### config.mk
export PLATFORM = sky130hd
export DESIGN_NAME = sar_search_controller_flat
export DESIGN_NICKNAME = d
export VERILOG_FILES = /design/src/rtl/sar_search_controller_pkg.sv /design/src/rtl/sar_search_controller_if.sv /design/src/rtl/sar_search_controller.sv /design/src/flat_wrapper.sv
export SDC_FILE = /design/constraint.sdc
export NUM_CORES = 1
export LEC_CHECK = 0
export ABC_AREA = 0
export CAP_MARGIN = 20
export CELL_PAD_IN_SITES_DETAIL_PLACEMENT = 1
export CELL_PAD_IN_SITES_GLOBAL_PLACEMENT = 2
export CORE_MARGIN = 2
export CORE_UTILIZATION = 38
export CTS_CLUSTER_SIZE = 25
export DETAILED_ROUTE_END_ITERATION = 12
export DONT_BUFFER_PORTS = 1
export PLACE_DENSITY = 0.89
export SETUP_SLACK_MARGIN = 0.5
export SLEW_MARGIN = 25
export SYNTH_ARGS = -nofsm -noshare
export SYNTH_HDL_FRONTEND = slang
export SYNTH_SLANG_ARGS = --single-unit
export TNS_END_PERCENT = 30
### constraint.sdc
create_clock -name i_CLK -period 3.36 [get_ports i_CLK]
set_input_delay 0.672 -clock i_CLK [delete_from_list [all_inputs] [get_ports i_CLK]]
set_output_delay 0.672 -clock i_CLK [all_outputs]
set_load 0.05 [all_outputs]
### src/rtl/sar_search_controller_pkg.sv
// rtl/sar_search_controller_pkg.sv - shared types and helpers for the SAR search controller
package sar_pkg;

    typedef enum logic [2:0] {
        IDLE,
        REQ,
        GAP,
        DONE,
        ERR
    } state_t;

    localparam int MAX_WIDTH = 32;

    // Legal comparator flag patterns, packed as {gt, lt, eq}; anything else is a protocol error
    localparam logic [2:0] FLAG_GT = 3'b100;
    localparam logic [2:0] FLAG_LT = 3'b010;
    localparam logic [2:0] FLAG_EQ = 3'b001;

    function automatic logic [MAX_WIDTH-1:0] onehot_bit(input logic [31:0] idx);
        return {{(MAX_WIDTH-1){1'b0}}, 1'b1} << idx;
    endfunction

endpackage

### src/rtl/sar_search_controller_if.sv
// rtl/sar_search_controller_if.sv - trial/response handshake between search engine and comparator
interface sar_search_controller_if #(
    parameter int WIDTH = 4
) ();
    logic [WIDTH-1:0] trial;
    logic             trial_valid;
    logic             cmp_valid;
    logic             gt;
    logic             lt;
    logic             eq;

    modport master (
        output trial,
        output trial_valid,
        input  cmp_valid,
        input  gt,
        input  lt,
        input  eq
    );

    modport slave (
        input  trial,
        input  trial_valid,
        output cmp_valid,
        output gt,
        output lt,
        output eq
    );
endinterface

### src/rtl/sar_search_controller.sv
// rtl/sar_search_controller.sv - successive-approximation search driving a magnitude comparator
module sar_search_controller
    import sar_pkg::*;
#(
    parameter int WIDTH = 4
) (
    input  logic                    i_CLK,
    input  logic                    i_RST_N,
    input  logic                    i_START,
    output logic                    o_BUSY,
    output logic                    o_DONE,
    output logic [WIDTH-1:0]        o_RESULT,
    output logic                    o_FOUND,
    output logic                    o_ERR,
    sar_search_controller_if.master cmp
);

    localparam int IDXW = $clog2(WIDTH);

    state_t           state_q, state_d;
    logic [WIDTH-1:0] acc_q, acc_d;
    logic [IDXW-1:0]  idx_q, idx_d;
    logic [WIDTH-1:0] result_q, result_d;
    logic             found_q, found_d;
    logic [WIDTH-1:0] trial_w;
    logic [2:0]       flags;

    assign trial_w = acc_q | WIDTH'(onehot_bit(32'(idx_q)));
    assign flags   = {cmp.gt, cmp.lt, cmp.eq};

    always_ff @(posedge i_CLK) begin
        if (!i_RST_N) begin
            state_q  <= IDLE;
            acc_q    <= '0;
            idx_q    <= '0;
            result_q <= '0;
            found_q  <= 1'b0;
        end else begin
            state_q  <= state_d;
            acc_q    <= acc_d;
            idx_q    <= idx_d;
            result_q <= result_d;
            found_q  <= found_d;
        end
    end

    always_comb begin
        state_d  = state_q;
        acc_d    = acc_q;
        idx_d    = idx_q;
        result_d = result_q;
        found_d  = found_q;
        case (state_q)
            IDLE, ERR: begin
                if (i_START) begin
                    acc_d    = '0;
                    idx_d    = IDXW'(WIDTH - 1);
                    result_d = '0;
                    found_d  = 1'b0;
                    state_d  = REQ;
                end
            end
            REQ: begin
                if (cmp.cmp_valid) begin
                    case (flags)
                        FLAG_EQ: begin
                            acc_d    = trial_w;
                            result_d = trial_w;
                            found_d  = 1'b1;
                            state_d  = DONE;
                        end
                        FLAG_LT, FLAG_GT: begin
                            if (flags == FLAG_LT) begin
                                acc_d = trial_w;
                            end
                            // Last bit resolved without EQ: only reachable for target 0 or exhausted search
                            if (idx_q == '0) begin
                                result_d = acc_d;
                                state_d  = DONE;
                            end else begin
                                idx_d   = idx_q - IDXW'(1);
                                state_d = GAP;
                            end
                        end
                        default: state_d = ERR;
                    endcase
                end
            end
            GAP:     state_d = REQ;
            DONE:    state_d = IDLE;
            default: state_d = IDLE;
        endcase
    end

    assign cmp.trial_valid = (state_q == REQ);
    assign cmp.trial       = (state_q == REQ) ? trial_w : '0;
    assign o_BUSY          = (state_q == REQ) || (state_q == GAP);
    assign o_DONE          = (state_q == DONE);
    assign o_ERR           = (state_q == ERR);
    assign o_RESULT        = result_q;
    assign o_FOUND         = found_q;

endmodule

### src/flat_wrapper.sv
// flat-port wrapper written by rule: the top's interface ports become plain ports
module sar_search_controller_flat import sar_pkg::*;
#(
    parameter int WIDTH = 4
)
  (i_CLK, i_RST_N, i_START, o_BUSY, o_DONE, o_RESULT, o_FOUND, o_ERR, cmp_trial, cmp_trial_valid, cmp_cmp_valid, cmp_gt, cmp_lt, cmp_eq);
  sar_search_controller_if #(.WIDTH(WIDTH)) cmp_i ();
  input  logic i_CLK;
  input  logic i_RST_N;
  input  logic i_START;
  output logic o_BUSY;
  output logic o_DONE;
  output logic [WIDTH-1:0] o_RESULT;
  output logic o_FOUND;
  output logic o_ERR;
  output wire logic [$bits(cmp_i.trial)-1:0] cmp_trial;
  output wire logic [$bits(cmp_i.trial_valid)-1:0] cmp_trial_valid;
  input wire logic [$bits(cmp_i.cmp_valid)-1:0] cmp_cmp_valid;
  input wire logic [$bits(cmp_i.gt)-1:0] cmp_gt;
  input wire logic [$bits(cmp_i.lt)-1:0] cmp_lt;
  input wire logic [$bits(cmp_i.eq)-1:0] cmp_eq;
  assign cmp_trial = cmp_i.trial;
  assign cmp_trial_valid = cmp_i.trial_valid;
  assign cmp_i.cmp_valid = cmp_cmp_valid;
  assign cmp_i.gt = cmp_gt;
  assign cmp_i.lt = cmp_lt;
  assign cmp_i.eq = cmp_eq;
  sar_search_controller #(.WIDTH(WIDTH)) u_core (.i_CLK(i_CLK), .i_RST_N(i_RST_N), .i_START(i_START), .o_BUSY(o_BUSY), .o_DONE(o_DONE), .o_RESULT(o_RESULT), .o_FOUND(o_FOUND), .o_ERR(o_ERR), .cmp(cmp_i));
endmodule
==> summary.txt <==
Drt
  • DRC Markers: 0
  • Antenna viol nets, final: 0
  • First-pass DRT Iterations: 4
  • Wirelength per Cell: 16.30 um
  • Vias: 729
  • Total Wirelength: 2119 um
  • Mean number of vias per cell: 5.608
  • Starting DRT DRC Count: 8

Synth
  • Area leader, netlist: dfxtp_1
  • Synth Warn #: 0
  • Post-Synthesis Cells: 99
  • Synth unique cells: 35
  • Mapped cell area: 865.8 sq um
  • Post-synthesis simple-gate area fraction: 0.2572
  • Post-synthesis compound-gate area fraction: 0.2023
  • Synthesized Nets: 110
  • Adder-cell share of the synthesized area: 0.05780
  • Avg Inst Size Synth: 8.746 sq um
  • Xor/xnor share of the synthesized area: 0.02023
  • Largest family of logic cells by synthesized area: simple AND/OR/NAND/NOR gates
  • Area contributors post-synth: dfxtp_1 (32%), mux2i_1 (6.9%), ha_1 (5.8%)
  • Yosys top cell area share: 0.3237
  • Mux cell area share after synthesis: 0.06936
  • Post-synthesis sequential area ratio: 0.3237
  • Yosys reg bits: 14

Timing
  • Fmax: 398.4 MHz
  • Worst slew pin tran: 0.9056 ns
  • Headroom to the max-slew limit: 0.3936
  • Hold Violations, Final: 0
  • Post-Route Setup TNS: 0 ns
  • Final Setup Violations: 0
  • Final Max Tran Viols: 0
  • Setup Skew: 0.0003960 ns
  • Final Cycle Share: 0.7470
  • RSZ-0062 raised after global routing: no
  • Crit path time final: 2.510 ns

Hold path
  • Hold Crit Class: in2reg

Finish
  • Area delta synth->final: 8.526%
  • Commonest non-fill, non-tap cell in the layout: dfxtp_1
  • Final Instance Area: 939.7 sq um
  • Most frequent cells in the layout: dfxtp_1 (14), nor2_1 (13), nand2_1 (8)
  • Layout Nets: 114
  • Register Area: 280.3 sq um
  • Ant. Diodes: 0
  • Area occupied by multi-input gates: 530.5 sq um
  • Fill count: 267
  • Share of cells above drive strength 1: 0.1471

Placed design
  • PortBufs: 0
  • Dpl cell area: 903.4 sq um
  • Hpwl dp: 1588 um
  • Gpl congestion: 0.7274

CTS
  • Clock slew seen by the registers of the worst setup and hold paths: 0.09 ns
  • H-tree Lvls: 1
  • Clock sink total: 14
  • CTS Hold Bufs: 0
  • CTS max path bufs: 2
  • Post-CTS sizing: 0
  • TritonCTS clock tree: built
  • Worst skew pair latency: 0.29 ns
  • CTS root buf: clkbuf_4
  • Cts bufs inserted: 3
  • Post-CTS setup buffer count: 0

Critical path
  • CP cell instances: or3b_1 > nor2_1 > buf_4
  • CP Data Required Time: 2.69 ns
  • Setup CP Type: reg2out
  • Critical path peak fanout: 8
  • Crit path arrival time: 1.84 ns
  • CP Capture Type: output pin
  • Crit path launch type: flip-flop
  • Crit path max-delay cell type: or3b_1
  • CP max stage delay: 0.63 ns

Global routing
  • First-pass GRT wire length: 3525 um
  • Vias in the first global route: 744
  • GR Util All Layers: 0.1851
  • Antenna violations before repair: 0
  • Grt total ovfl: 0
  • Largest net degree at the start of global routing: 18

Floorplan
  • I/O Pins: 20
  • Core area: 2191 sq um
  • Initial core utilization: 0.3952
  • Site row count: 17
  • Die Y: 51.74 um
  • Die Wd: 51.74 um
  • Die area: 2677 sq um

Power
  • Switch share: 0.3645
  • Clk network pwr share: 0.280
  • Pwr Density: 485.2 nW/um^2
  • Final Power: 455.9 uW
  • Peak VDD IR: 0.2079 mV
  • Sequential share of power: 0.437
  • Logic gate share of total power: 0.283
  • Sw power: 166.2 uW
  • Pint: 289.7 uW
  • Pleak: 0.4151 nW

Run status
  • Status: finished clean

Job
  • Number of max-cap violations: 0
flip-flops by register name (all words and copies together), names as in the netlist:
name             cells
u_core.state_q       3
u_core.o_FOUND       1
u_core.o_RESULT      4
u_core.acc_q         4
u_core.idx_q         2
path summary, 6_finish.rpt:
check                           end  cells past startpoint  slack [ns]               from
hold reg to reg     u_core.acc_q[1]                      2        0.50    u_core.acc_q[1]
setup / recovery       cmp_trial[3]                      3        0.85  u_core.state_q[0]
setup reg to reg    u_core.acc_q[2]                      5        1.49  u_core.state_q[0]
hold / removal    u_core.state_q[0]                      1        0.49      cmp_cmp_valid
power groups by stage:
stage                     Combinational, mW  Sequential [mW]  Clock, mW
after floorplan                       0.116            0.197          0
after global placement                0.126            0.202          0
after detailed placement              0.129            0.203          0
after CTS                             0.130            0.199      0.131
after global routing                  0.142            0.201      0.140
final                                 0.129            0.199      0.128
synthesized netlist by cell type:
cell      number
dfxtp_1       14
nor2_1        13
nand2_1        8
a21oi_1        6
mux2i_1        6
nand3_1        5
a21o_1         4
ha_1           4
inv_1          3
o211a_1        3
o21ai_0        3
or3b_1         3
buf_2          2
nand2b_1       2
nor3b_1        2
xnor2_1        2
a21boi_1       1
a21oi_4        1
a31o_1         1
a31oi_1        1
and3_1         1
and4bb_1       1
buf_4          1
buf_6          1
clkbuf_1       1
clkinv_8       1
nand2_2        1
nor2_4         1
nor2b_1        1
nor3_1         1
o211ai_2       1
o21a_1         1
o221a_1        1
or3_1          1
or3b_4         1
final cells by class:
cell class              instances  area share
flip-flops and latches         14      0.2983
inverters                       4     0.02929
well taps                      28     0.03728
clock buffers                   4     0.03862
multi-input cells              76      0.5646
repair buffers                  4     0.03196
logic make-up after synthesis:
kind of cell / count (synthesis)
AND/OR/NAND/NOR: 41
AO/OA/AOI/OAI: 23
flip-flops: 14
buffers and inverters: 9
multiplexers: 6
adder cells (fa/ha/maj): 4
XOR/XNOR: 2
worst max-delay path, delay by kind of cell, from the launching register on:
kind	cells	cell delay [ns]
buffers and inverters	1	0.23
flip-flops	1	0.48
AND/OR/NAND/NOR	2	0.84
metrics by stage:
step | setup slack, ns | hold WS (ns) | cells | util
detailed placement | 1.220 | 0.4829 | 126 | 0.4123
global route | 0.7835 | 0.4828 | 130 | 0.4289
finish | 0.8502 | 0.4878 | 130 | 0.4289
CTS | 0.8693 | 0.4823 | 130 | 0.4289
floorplan | 1.063 | 0.4521 | 99 | -
global placement | 1.256 | 0.4619 | 126 | 0.4123
per-layer routing:
| metal | share of wire | global-route usage |
|---|---|---|
| met1 | 0.40 | 0.2011 |
| met2 | 0.48 | 0.2863 |
| met3 | 0.078 | 0.06034 |
| met4 | 0.039 | 0.1623 |
| met5 | 0 | 0 |
(Power assumes the default switching activity.)
